## src/rtl/cam_frame_capture_sram_pkg.sv

```systemverilog
// Shared definitions for the camera frame-capture path.
//   - cap_state_t : capture FSM encoding
//   - DEF_H_ACTIVE / DEF_V_ACTIVE : default frame geometry
//   - SRAM_AW / SRAM_DW : external SRAM word-address / data widths
package cam_frame_capture_sram_pkg;

    localparam int unsigned DEF_H_ACTIVE = 640;
    localparam int unsigned DEF_V_ACTIVE = 480;
    localparam int unsigned SRAM_AW      = 19;
    localparam int unsigned SRAM_DW      = 16;

    typedef logic [SRAM_AW-1:0] sram_addr_t;
    typedef logic [SRAM_DW-1:0] sram_data_t;

    typedef enum logic [2:0] {
        S_IDLE,
        S_WAIT_VS,
        S_WAIT_FS,
        S_CAPTURE,
        S_DONE
    } cap_state_t;

endpackage

```

## src/rtl/cam_frame_capture_sram_packer.sv

```systemverilog
// rgb565_byte_packer: joins two consecutive camera bytes into one RGB565 pixel.
// First byte of a pair is held as pixel[15:8]; the second byte completes it.
// Ports:
//   pclk, rst     : clock, synchronous active-high reset
//   clear_i       : force byte phase back to 0 (outside an active capture)
//   valid_i       : byte_i carries a valid camera byte this cycle
//   byte_i [7:0]  : camera byte
//   pix_valid_o   : combinational, high on the cycle the second byte is present
//   pix_o  [15:0] : {held high byte, byte_i}, meaningful when pix_valid_o=1
module rgb565_byte_packer (
    input  logic        pclk,
    input  logic        rst,
    input  logic        clear_i,
    input  logic        valid_i,
    input  logic [7:0]  byte_i,
    output logic        pix_valid_o,
    output logic [15:0] pix_o
);

    logic       phase_q, phase_d;
    logic [7:0] hi_q, hi_d;

    // A gap in valid_i resets the phase, so an odd trailing byte is dropped.
    always_comb begin
        phase_d = phase_q;
        hi_d    = hi_q;
        if (clear_i || !valid_i) begin
            phase_d = 1'b0;
        end else begin
            phase_d = ~phase_q;
            if (!phase_q) begin
                hi_d = byte_i;
            end
        end
    end

    always_ff @(posedge pclk) begin
        if (rst) begin
            phase_q <= 1'b0;
            hi_q    <= '0;
        end else begin
            phase_q <= phase_d;
            hi_q    <= hi_d;
        end
    end

    assign pix_valid_o = valid_i && phase_q && !clear_i;
    assign pix_o       = {hi_q, byte_i};

endmodule

```

## src/rtl/cam_frame_capture_sram.sv

```systemverilog
// cam_frame_capture_sram: captures one RGB565 frame from a vsync/href byte
// stream and writes it to external SRAM at BASE_ADDR + pixel index.
// Optional build macro: FRAME_CHECK_EN (burst-length / line-count checker
// driving frame_err; when undefined frame_err is tied 0).
// Ports:
//   pclk, rst          : pixel clock, synchronous active-high reset
//   enable             : level request to capture one frame
//   vsync, href        : camera frame sync / line valid
//   cam_data [7:0]     : camera byte, first byte of a pair = pixel[15:8]
//   selec_sram         : SRAM bus ownership request
//   write_sram         : one-cycle write strobe
//   read_sram          : always 0
//   addr_sram [18:0]   : write address
//   data_sram [15:0]   : write data
//   done               : frame stored, held until enable drops
//   frame_err          : sticky framing error for the current frame
module cam_frame_capture_sram
    import cam_frame_capture_sram_pkg::*;
#(
    parameter int unsigned H_ACTIVE  = DEF_H_ACTIVE,
    parameter int unsigned V_ACTIVE  = DEF_V_ACTIVE,
    parameter sram_addr_t  BASE_ADDR = 19'd0
) (
    input  logic        pclk,
    input  logic        rst,
    input  logic        enable,
    input  logic        vsync,
    input  logic        href,
    input  logic [7:0]  cam_data,
    output logic        selec_sram,
    output logic        write_sram,
    output logic        read_sram,
    output logic [18:0] addr_sram,
    output logic [15:0] data_sram,
    output logic        done,
    output logic        frame_err
);

    localparam int unsigned TOTAL    = H_ACTIVE * V_ACTIVE;
    // Index of the final pixel; TOTAL itself may be 2^19 and not fit the counter.
    localparam sram_addr_t  LAST_IDX = SRAM_AW'(TOTAL - 1);

    cap_state_t state_q, state_d;
    sram_addr_t addr_q, addr_d;
    sram_addr_t cnt_q, cnt_d;
    sram_data_t data_q, data_d;
    logic       write_q, write_d;
    logic       last_q, last_d;

    logic       pk_clear, pk_valid, pix_valid;
    logic [15:0] pix;

    // Bytes are accepted only while actively capturing; a terminating vsync or
    // an already-written final pixel blocks any further pixel.
    assign pk_clear = (state_q != S_CAPTURE);
    assign pk_valid = (state_q == S_CAPTURE) && enable && href && !vsync && !last_q;

    rgb565_byte_packer u_packer (
        .pclk        (pclk),
        .rst         (rst),
        .clear_i     (pk_clear),
        .valid_i     (pk_valid),
        .byte_i      (cam_data),
        .pix_valid_o (pix_valid),
        .pix_o       (pix)
    );

    always_comb begin
        state_d = state_q;
        addr_d  = addr_q;
        data_d  = data_q;
        cnt_d   = cnt_q;
        last_d  = last_q;
        write_d = 1'b0;
        unique case (state_q)
            S_IDLE: begin
                if (enable) state_d = S_WAIT_VS;
            end
            S_WAIT_VS: begin
                if (!enable)    state_d = S_IDLE;
                else if (vsync) state_d = S_WAIT_FS;
            end
            S_WAIT_FS: begin
                if (!enable) begin
                    state_d = S_IDLE;
                end else if (!vsync) begin
                    state_d = S_CAPTURE;
                    cnt_d   = '0;
                    last_d  = 1'b0;
                end
            end
            S_CAPTURE: begin
                if (!enable) begin
                    state_d = S_IDLE;
                end else if (last_q || vsync) begin
                    // last_q is seen the cycle the final strobe is on the bus,
                    // so done follows that strobe by one cycle.
                    state_d = S_DONE;
                end else if (pix_valid) begin
                    write_d = 1'b1;
                    addr_d  = BASE_ADDR + cnt_q;
                    data_d  = pix;
                    cnt_d   = (cnt_q == '1) ? cnt_q : cnt_q + 1'b1;
                    last_d  = (cnt_q == LAST_IDX);
                end
            end
            S_DONE: begin
                if (!enable) state_d = S_IDLE;
            end
            default: state_d = S_IDLE;
        endcase
        if (state_d == S_IDLE) begin
            addr_d = '0;
            data_d = '0;
        end
    end

    always_ff @(posedge pclk) begin
        if (rst) begin
            state_q <= S_IDLE;
            addr_q  <= '0;
            data_q  <= '0;
            cnt_q   <= '0;
            last_q  <= 1'b0;
            write_q <= 1'b0;
        end else begin
            state_q <= state_d;
            addr_q  <= addr_d;
            data_q  <= data_d;
            cnt_q   <= cnt_d;
            last_q  <= last_d;
            write_q <= write_d;
        end
    end

    assign selec_sram = (state_q == S_WAIT_VS) || (state_q == S_WAIT_FS) ||
                        (state_q == S_CAPTURE);
    assign done       = (state_q == S_DONE);
    assign read_sram  = 1'b0;
    assign write_sram = write_q;
    assign addr_sram  = addr_q;
    assign data_sram  = data_q;

`ifdef FRAME_CHECK_EN
    logic [20:0] byte_cnt_q;
    logic [19:0] line_cnt_q;
    logic        err_q;
    logic        frame_start;

    assign frame_start = (state_q == S_WAIT_FS) && enable && !vsync;

    // A burst is closed on the first href-low cycle after it; its length and
    // the running line count are checked then and at a terminating vsync.
    always_ff @(posedge pclk) begin
        if (rst || frame_start) begin
            byte_cnt_q <= '0;
            line_cnt_q <= '0;
            err_q      <= 1'b0;
        end else if (state_q == S_CAPTURE) begin
            if (href) begin
                if (byte_cnt_q != '1) byte_cnt_q <= byte_cnt_q + 1'b1;
            end else if (byte_cnt_q != '0) begin
                if (byte_cnt_q != 21'(2 * H_ACTIVE)) err_q <= 1'b1;
                if (line_cnt_q != '1) line_cnt_q <= line_cnt_q + 1'b1;
                byte_cnt_q <= '0;
            end
            if (vsync && (line_cnt_q != 20'(V_ACTIVE))) err_q <= 1'b1;
        end
    end

    assign frame_err = err_q;
`else
    assign frame_err = 1'b0;
`endif

endmodule
```

## config.mk

```make
export PLATFORM = sky130hd
export DESIGN_NAME = cam_frame_capture_sram
export DESIGN_NICKNAME = d
export VERILOG_FILES = /design/src/rtl/cam_frame_capture_sram_pkg.sv /design/src/rtl/cam_frame_capture_sram_packer.sv /design/src/rtl/cam_frame_capture_sram.sv
export SDC_FILE = /design/constraint.sdc
export NUM_CORES = 1
export LEC_CHECK = 0
export ABC_AREA = 0
export ABC_CLOCK_PERIOD_IN_PS = 5100
export CAP_MARGIN = 25
export CORE_ASPECT_RATIO = 0.75
export CORE_MARGIN = 2
export CORE_UTILIZATION = 67
export DETAILED_ROUTE_END_ITERATION = 12
export DONT_BUFFER_PORTS = 1
export GPL_ROUTABILITY_DRIVEN = 0
export PLACE_DENSITY_LB_ADDON = 0.2
export SETUP_SLACK_MARGIN = 0.2
export SLEW_MARGIN = 25
export SYNTH_ARGS = -nofsm -noshare
export SYNTH_HDL_FRONTEND = slang
export SYNTH_SLANG_ARGS = --single-unit
```

## constraint.sdc

```tcl
create_clock -name pclk -period 5.1 [get_ports pclk]
set_clock_uncertainty 0.05 [all_clocks]
set_input_delay 1.53 -clock pclk [delete_from_list [all_inputs] [get_ports pclk]]
set_output_delay 1.53 -clock pclk [all_outputs]
set_load 0.01 [all_outputs]
```

# Word-level counts from Yosys, hierarchy flattened
# Cells that the tools add are included.
# W data, S select, Z words.
# totals
regBits,68
latchBits,0
mem_bits_rw,0
mem_bits_ro,0
output_inout_bits,40
elab_cells,74
memories,0
# classes
addsub,1
mul,0
div,0
order_cmp,0
n_eq_ne,13
n_shift,0
muxes,23
bitwise_logic,5
n_reduce_logical,24
# op_table
operator,n
$mux W19,6
$eq A19 B19 Y1 const B,2
$pmux W19 S2,1
$mux W3,8
$add A19 B1 Y19 const B,1
$pmux W3 S5,1
$ne A2 B2 Y1 const B,6
$reduce_and A7 Y1,1
$eq A3 B2 Y1 const B,2
$logic_and A1 B1 Y1,6
$logic_not A3 Y1,2
$mux W1,6
$reduce_and A6 Y1,1
$not A1 Y1,5
$logic_not A1 Y1,4
$logic_or A1 B1 Y1,4
$reduce_and A4 Y1,1
$reduce_or A2 Y1,2
$reduce_or A4 Y1,1
$eq A3 B1 Y1 const B,1
$eq A3 B3 Y1 const B,1
$ne A3 B2 Y1 const B,1
$pmux W1 S2,1
$reduce_and A2 Y1,1
$reduce_bool A2 Y1,1

# Logic depth before layout (Yosys ltp)
# Gate-level depths: netlist (run 1).
# depth
ltp_word,11
ltp_mapped,8
ltp_nobuf,6

# Modules after synthesis
# Synthesis (run 1) repeated with hierarchy kept, for this count alone.
# hier_totals
hier_cells,372
hier_area_um2,3099.2
# by_module_without_submodules
mod,n_inst,cells_per_inst,area_each_um2,seq_area_each_um2
cam_frame_capture_sram,1,326,2633.8,1181.1
rgb565_byte_packer,1,46,465.4,180.2

# Worst setup path before layout (run 1)
# Ideal clock, no wire load.
# synth_path
path_kind,in2reg
from,input vsync
to,register cnt_q[18]
setup_time_ps,70
t_arrival_ps,2735
required_time_ps,4980
slack_ps,2244
cell_stages,5
n_path_buf,1
cell_sequence,nand4bb_1 > or3_1 > buf_2 > or4_1 > a21oi_1
# synth_via
elab_chain_cells,7
# synth_rtl
item,line,rtl
from (decl),cam_frame_capture_sram.sv:27,"input logic vsync,"
$logic_not A1 Y1,n/a,
$logic_and A1 B1 Y1 (2 in series),cam_frame_capture_sram.sv:56,assign pk_valid = (state_q == S_CAPTURE) && enable && href && !vsync && !last_q;
$logic_and A1 B1 Y1 (2 in series),cam_frame_capture_sram_packer.sv:47,assign pix_valid_o = valid_i && phase_q && !clear_i;
$ne A2 B2 Y1 (no line),n/a,
$reduce_and A7 Y1 (no line) *,n/a,
to (signal assigned),cam_frame_capture_sram.sv:130,cnt_q <= cnt_d;
to (decl),cam_frame_capture_sram.sv:45,"sram_addr_t cnt_q, cnt_d;"
# Mark *: on every way between the ends. The rest lies on a longest branch, timed or not.
# A chain may end at the register's enable or synchronous reset.

# Worst setup path in the final report (run 1)
# layout_path
from,input vsync
to,register cnt_q[14]
# Same word-level chain as after synthesis.

==> results.yml, run 1 <==
floorplanning:
  die_y_um: 61.0
  die_w_um: 79.9
  die_area_um2: 4870
  start_util_pct: 70.6
  core_um2: 4100
  pin_count: 53
  core.rowCount: 20
placed_design:
  numPortBuffers: 0
  dp_hpwl_um: 4400
  placed_cell_area_um2: 2900
  pre_cts_ws_ns: 1.83
worst_setup_path:
  path_cells: "nand4bb_1 -> a21oi_1 -> o21ai_2 -> buf_4 -> or4_1 -> o22ai_1"
  r2r-start: "cnt_q[0]"
  worst_ep_arrival_time_ns: 3.17
  slowest_delay_ns: 0.51
  crit_buf_inv: 1
  r2r_cells: 7
  critPathKind: "input port to flop"
  crit_slowest_cell: "or4_1"
  critPathCaptureType: "flop"
  required_ns: 5.31
  reg2reg_slack_ns: 2.79
  critPathLaunchType: "input port"
  r2r-end: "cnt_q[14]"
  critical-path-top-delay-family: "compound AO/OA/AOI/OAI gates"
  cp_max_fo: 12
yosys:
  synth_edf_count: 0
  seq_area_frac_synth_pct: 47.0
  synth_area_um2: 2900
  synthFlopType: "dfxtp_1"
  synth-async-reset-ratio_pct: 0
  synth_area_per_cell_um2: 8.09
  synthMostInstantiatedCell: "nand2_1"
  ys_top_cells_by_area: "dfxtp_1 47%, nand2_1 10%, a21oi_1 9.2%"
  synthCells: 358
  ys_types: 45
  synth_seq_cells: 68
  yosys-top-cells-count: "79 x nand2_1, 68 x dfxtp_1, 53 x a21oi_1"
  synth_top_area_cell: "dfxtp_1"
  yosysTopAreaCellShare_pct: 47.0
  ys.warnings.count: 0
cts:
  cts_buffer_depth: 2
  clock-sinks: 68
  cts_root_buffer: "clkbuf_8"
  cts_max_level: 3
  ctsResizeCount: 0
  insertion_delay_ns: 0.35
  cts_hold_buf: 0
  path_clk_slew_ns: 0.07
  postCtsSetupRepairBufs: 0
  cts_tree: "done"
  cts_made_buffers: 9
drt:
  vias: 2558
  drc_errors: 0
  drt_wl_total_um: 6760
  wl_met2_um: 2940
  avgViaCountPerCell: 6.21
  wl_per_cell_um: 16.4
  top_layer: "met4"
  ant_nets: 0
  drtIter0Drc: 262
  first_pass_iters: 5
  m1WireLength_um: 3200
  met3WireLength_um: 509
sta:
  final-setup-viol-count: 0
  setup_slack_ns: 2.15
  slew_headroom_pct: 58.1
  rsz0062_at_grt: "no"
  period_share_pct: 57.9
  worstMarginPinSlew_ns: 0.628
  hold_violations: 0
  fmax_ghz: 0.339
  maxSlewViolCount: 0
  setup_tns_ns: 0
  finalCriticalPeriod_ns: 2.95
power:
  ir_drop_uv: 211
  p_per_area_nw_per_um2: 328
  leakagePower_nw: 0.987
min_path:
  hp-start: "u_packer.hi_q[5]"
  holdPathStages: 2
  hold_path.class: "flop to flop"
  hold_path_end: "data_sram[13]"
final_layout:
  drive_gt1_share_pct: 7.28
  stdcell_area_um2: 3120
  multi_input_area_um2: 1410
  fin_nets: 366
  regArea_um2: 1360
  diodes: 0
  syn_to_final_growth_pct: 7.51
  fill_cells: 304
grt:
  grt_pass1_wl_um: 10600
  grt_max_degree: 39
  grtUsageTotal_pct: 28.8
  antenna_found_initial: 0
  grt_pass1_vias: 2201
  overflow: 0
status:
  outcome: "finished clean"
job:
  max_cap_violations: 0
==> registers in the layout, indices dropped and copies added, names as in the netlist <==
name,count
u_packer.phase_q,1
last_q,1
u_packer.hi_q,8
write_sram,1
state_q,3
addr_sram,19
data_sram,16
cnt_q,19
==> tightest hold or removal path, cell delays in order (launching register included) <==
cell and delay [ns]:
dfxtp_1 0.31, nand2_1 0.05, a21oi_1 0.05
==> cells by family after synthesis <==
family | after synthesis | share of synthesized area, %
buf+inv | 30 | 4.66
mux | 8 | 2.76
other cells | 1 | 0.129
fa+ha+maj | 1 | 0.432
compound gates | 88 | 17.0
flops | 68 | 47.0
simple gates | 162 | 28.1
==> where the power goes <==
part           switching, mW  internal (mW)  total [mW]
Combinational        0.00867        0.00455      0.0132
Sequential           0.00179          0.531       0.533
Clock                  0.202          0.275       0.477
Total                  0.212          0.811        1.02
==> worst max path at each step <==
stage / depth (start not counted) / end / start / slack [ns]
finish: 6 / cnt_q[14] / vsync / 2.15
global route: 6 / cnt_q[14] / vsync / 2.08
CTS: 6 / cnt_q[14] / vsync / 2.18
detailed placement: 6 / cnt_q[14] / vsync / 1.83
global placement: 6 / cnt_q[14] / vsync / 1.93
floorplan: 5 / cnt_q[18] / vsync / 2.24
==> routing by layer <==
| metal | up-vias | track usage [%] |
|---|---|---|
| met4 | 0 | 9.93 |
| met1 | 1207 | 41.3 |
| met5 | - | 0 |
| met2 | 101 | 41.1 |
| met3 | 16 | 9.52 |
| li1 | 1234 | - |
==> metrics by stage <==
step | power, mW | utilization (%) | instances | hold slack (ns)
2_1_floorplan | 0.560 | - | 359 | 0.381
3_3_place_gp | 0.558 | 70.6 | 396 | 0.387
3_5_place_dp | 0.558 | 70.6 | 396 | 0.395
4_1_cts | 1.03 | 75.9 | 412 | 0.406
5_1_grt | 1.06 | 75.9 | 412 | 0.428
6_report | 1.02 | 75.9 | 412 | 0.404
==> layout make-up <==
class	instances	area share, %
Clock buffer	10	4.10
Clock inverter	6	2.85
Inverter	7	0.843
Multi-Input combinational cell	261	45.1
Sequential cell	68	43.7
Tap cell	55	2.21
Timing Repair Buffer	5	1.20
==> layout by cell type, fill, tap and decap left out, types with 3 or more instances in the layout <==
cell type  netlist  routed
o22ai_1          4       4
and2_1           3       3
and4_1           3       3
o21ai_0         15      15
inv_1            7       7
nand2_1         79      79
and3_1           3       3
clkbuf_8         0       9
or4_1            5       5
nand2b_1         7       7
or3_1            6       6
mux2i_1          8       8
nor2b_1          4       4
nand3_1          9       9
buf_4            4       5
a21oi_1         53      53
nor2_1          18      18
nand4_1          7       7
o21bai_1         4       4
dfxtp_1         68      68
nor3_1           3       3
Note: power is estimated with default switching activity, not from simulation.
==> run 2, diff against run 1 <==
ABC_CLOCK_PERIOD_IN_PS = 2400   (was 5100)
CORE_UTILIZATION = 56   (was 67)
clock period = 2.4 ns   (was 5.1 ns; I/O delays follow)
==> results.yml, run 2 (synthesis gave the netlist of run 1 again) <==
grt:
  grtUsageTotal_pct: 26.6
  grt_max_degree: 38
  antenna_found_initial: 0
  overflow: 0
  grt_pass1_vias: 2430
  grt_pass1_wl_um: 11800
cts:
  postCtsSetupRepairBufs: 0
  path_clk_slew_ns: 0.08
  cts_max_level: 3
  cts_buffer_depth: 2
  cts_root_buffer: "clkbuf_8"
  cts_tree: "done"
  insertion_delay_ns: 0.35
  clock-sinks: 68
  cts_made_buffers: 9
final_layout:
  multi_input_area_um2: 1410
  fin_nets: 379
  syn_to_final_growth_pct: 13.7
  final_common_cell: "nand2_1"
  drive_gt1_share_pct: 11.1
  fill_cells: 424
  regArea_um2: 1360
  diodes: 0
  final_cell_mix: "79 x nand2_1, 67 x dfxtp_1, 53 x a21oi_1"
  stdcell_count: 430
worst_setup_path:
  critPathLaunchType: "flop"
  cp_max_fo: 16
  critPathCaptureType: "flop"
  cp-endpoint: "cnt_q[4]"
  r2r_cells: 7
  worst_ep_arrival_time_ns: 2.29
  required_ns: 2.63
  r2r-end: "cnt_q[4]"
  cp-startpoint: "cnt_q[0]"
  r2r-start: "cnt_q[0]"
  reg2reg_slack_ns: 0.35
  critPathKind: "flop to flop"
power:
  intPower_mw: 1.94
  p_per_area_nw_per_um2: 737
  leakagePower_nw: 1.09
  sw_frac_of_total_pct: 20.1
  p_switching_uw: 487
  ir_drop_uv: 371
  pwr-share-comb_pct: 1.2
  seqPwrFrac_pct: 46.6
  power.share.clock_pct: 52.2
sta:
  hold_violations: 0
  setup_tns_ns: 0
  setup_slack_ns: 0.346
  whs_ns: 0.381
  worstMarginPinSlew_ns: 0.518
  period_share_pct: 85.6
  fmax_ghz: 0.487
  maxSlewViolCount: 0
  rsz0062_at_grt: "no"
  final-setup-viol-count: 0
  finalCriticalPeriod_ns: 2.05
  slew_headroom_pct: 65.2
drt:
  ant_nets: 0
  wl_per_cell_um: 16.4
  drtIter0Drc: 204
  drt_wl_total_um: 7040
  avgViaCountPerCell: 5.99
  vias: 2574
  drc_errors: 0
  first_pass_iters: 6
status:
  outcome: "finished clean"
floorplanning:
  pin_count: 53
  die_area_um2: 5770
  core_um2: 4930
  core.rowCount: 22
  die_w_um: 87.1
  start_util_pct: 58.8
  die_y_um: 66.3
min_path:
  hold_path.class: "input port to flop"
placed_design:
  pre_cts_ws_ns: 0.219
  dp_cells: 414
  dp_hpwl_um: 4590
  numPortBuffers: 0
job:
  max_cap_violations: 0
==> run 2: changes by cell type in the layout (fill, tap and decap cells not counted) <==
cell	previous run	this run
o21ai_2	1	0
buf_12	0	1
dfxtp_2	0	1
clkbuf_1	1	0
dfxtp_1	68	67
buf_4	5	17
clkinvlp_4	2	0
clkinv_2	1	0
o21ai_4	0	1
inv_6	0	1
bufinv_16	2	4
clkinv_4	1	2
==> run 2: area by class of cell <==
cell class	instances	area share, %
clock buffers	9	3.76
clock inverters	7	4.44
inverters	7	0.798
multi-input cells	261	42.9
flip-flops and latches	68	41.4
well taps	60	2.28
repair buffers	18	4.48
==> run 2: worst max-delay path, stage by stage (launching register included) <==
cell	delay, ns
dfxtp_1	0.41
ha_1	0.20
and4_1	0.28
nand3_1	0.17
o21ai_4	0.42
buf_4	0.21
o21ai_0	0.09
a21oi_1	0.15
==> run 2: power groups by stage <==
stage	clock network, mW	logic, mW	registers [mW]
2_1_floorplan	0	0.0322	1.16
3_3_place_gp	0	0.0277	1.16
3_5_place_dp	0	0.0275	1.16
4_1_cts	1.28	0.0276	1.13
5_1_grt	1.33	0.0314	1.13
6_report	1.27	0.0282	1.13
==> run 2: what timing repair did <==
item | CTS | global route
gates resized for setup | 0 | 2
hold buffers | 0 | 0
hold endpoints to repair | 0 | 0
endpoints found under the setup margin | 0 | 12
==> run 2: worst min path at each step <==
stage	startpoint	endpoint	slack, ns	depth (start not counted)
floorplan	u_packer.hi_q[2]	data_sram[10]	0.38	2
global placement	u_packer.hi_q[6]	data_sram[14]	0.39	2
detailed placement	u_packer.hi_q[0]	data_sram[8]	0.40	2
CTS	rst	cnt_q[17]	0.37	1
global route	rst	u_packer.hi_q[0]	0.37	1
finish	rst	cnt_q[17]	0.38	1
==> run 2: routing by layer <==
| metal | routed length [µm] | global-route usage (%) |
|---|---|---|
| met1 | 3280 | 36.2 |
| met2 | 3090 | 39.6 |
| met3 | 558 | 8.11 |
| met4 | 108 | 9.77 |
| met5 | 0 | 0 |
==> run 2: metrics by stage <==
step	util (%)	cell area, µm²	total power, mW
2_1_floorplan	-	2900	1.19
3_3_place_gp	61.2	3020	1.19
3_5_place_dp	61.2	3020	1.19
4_1_cts	66.7	3290	2.44
5_1_grt	66.9	3290	2.49
6_report	66.9	3290	2.43
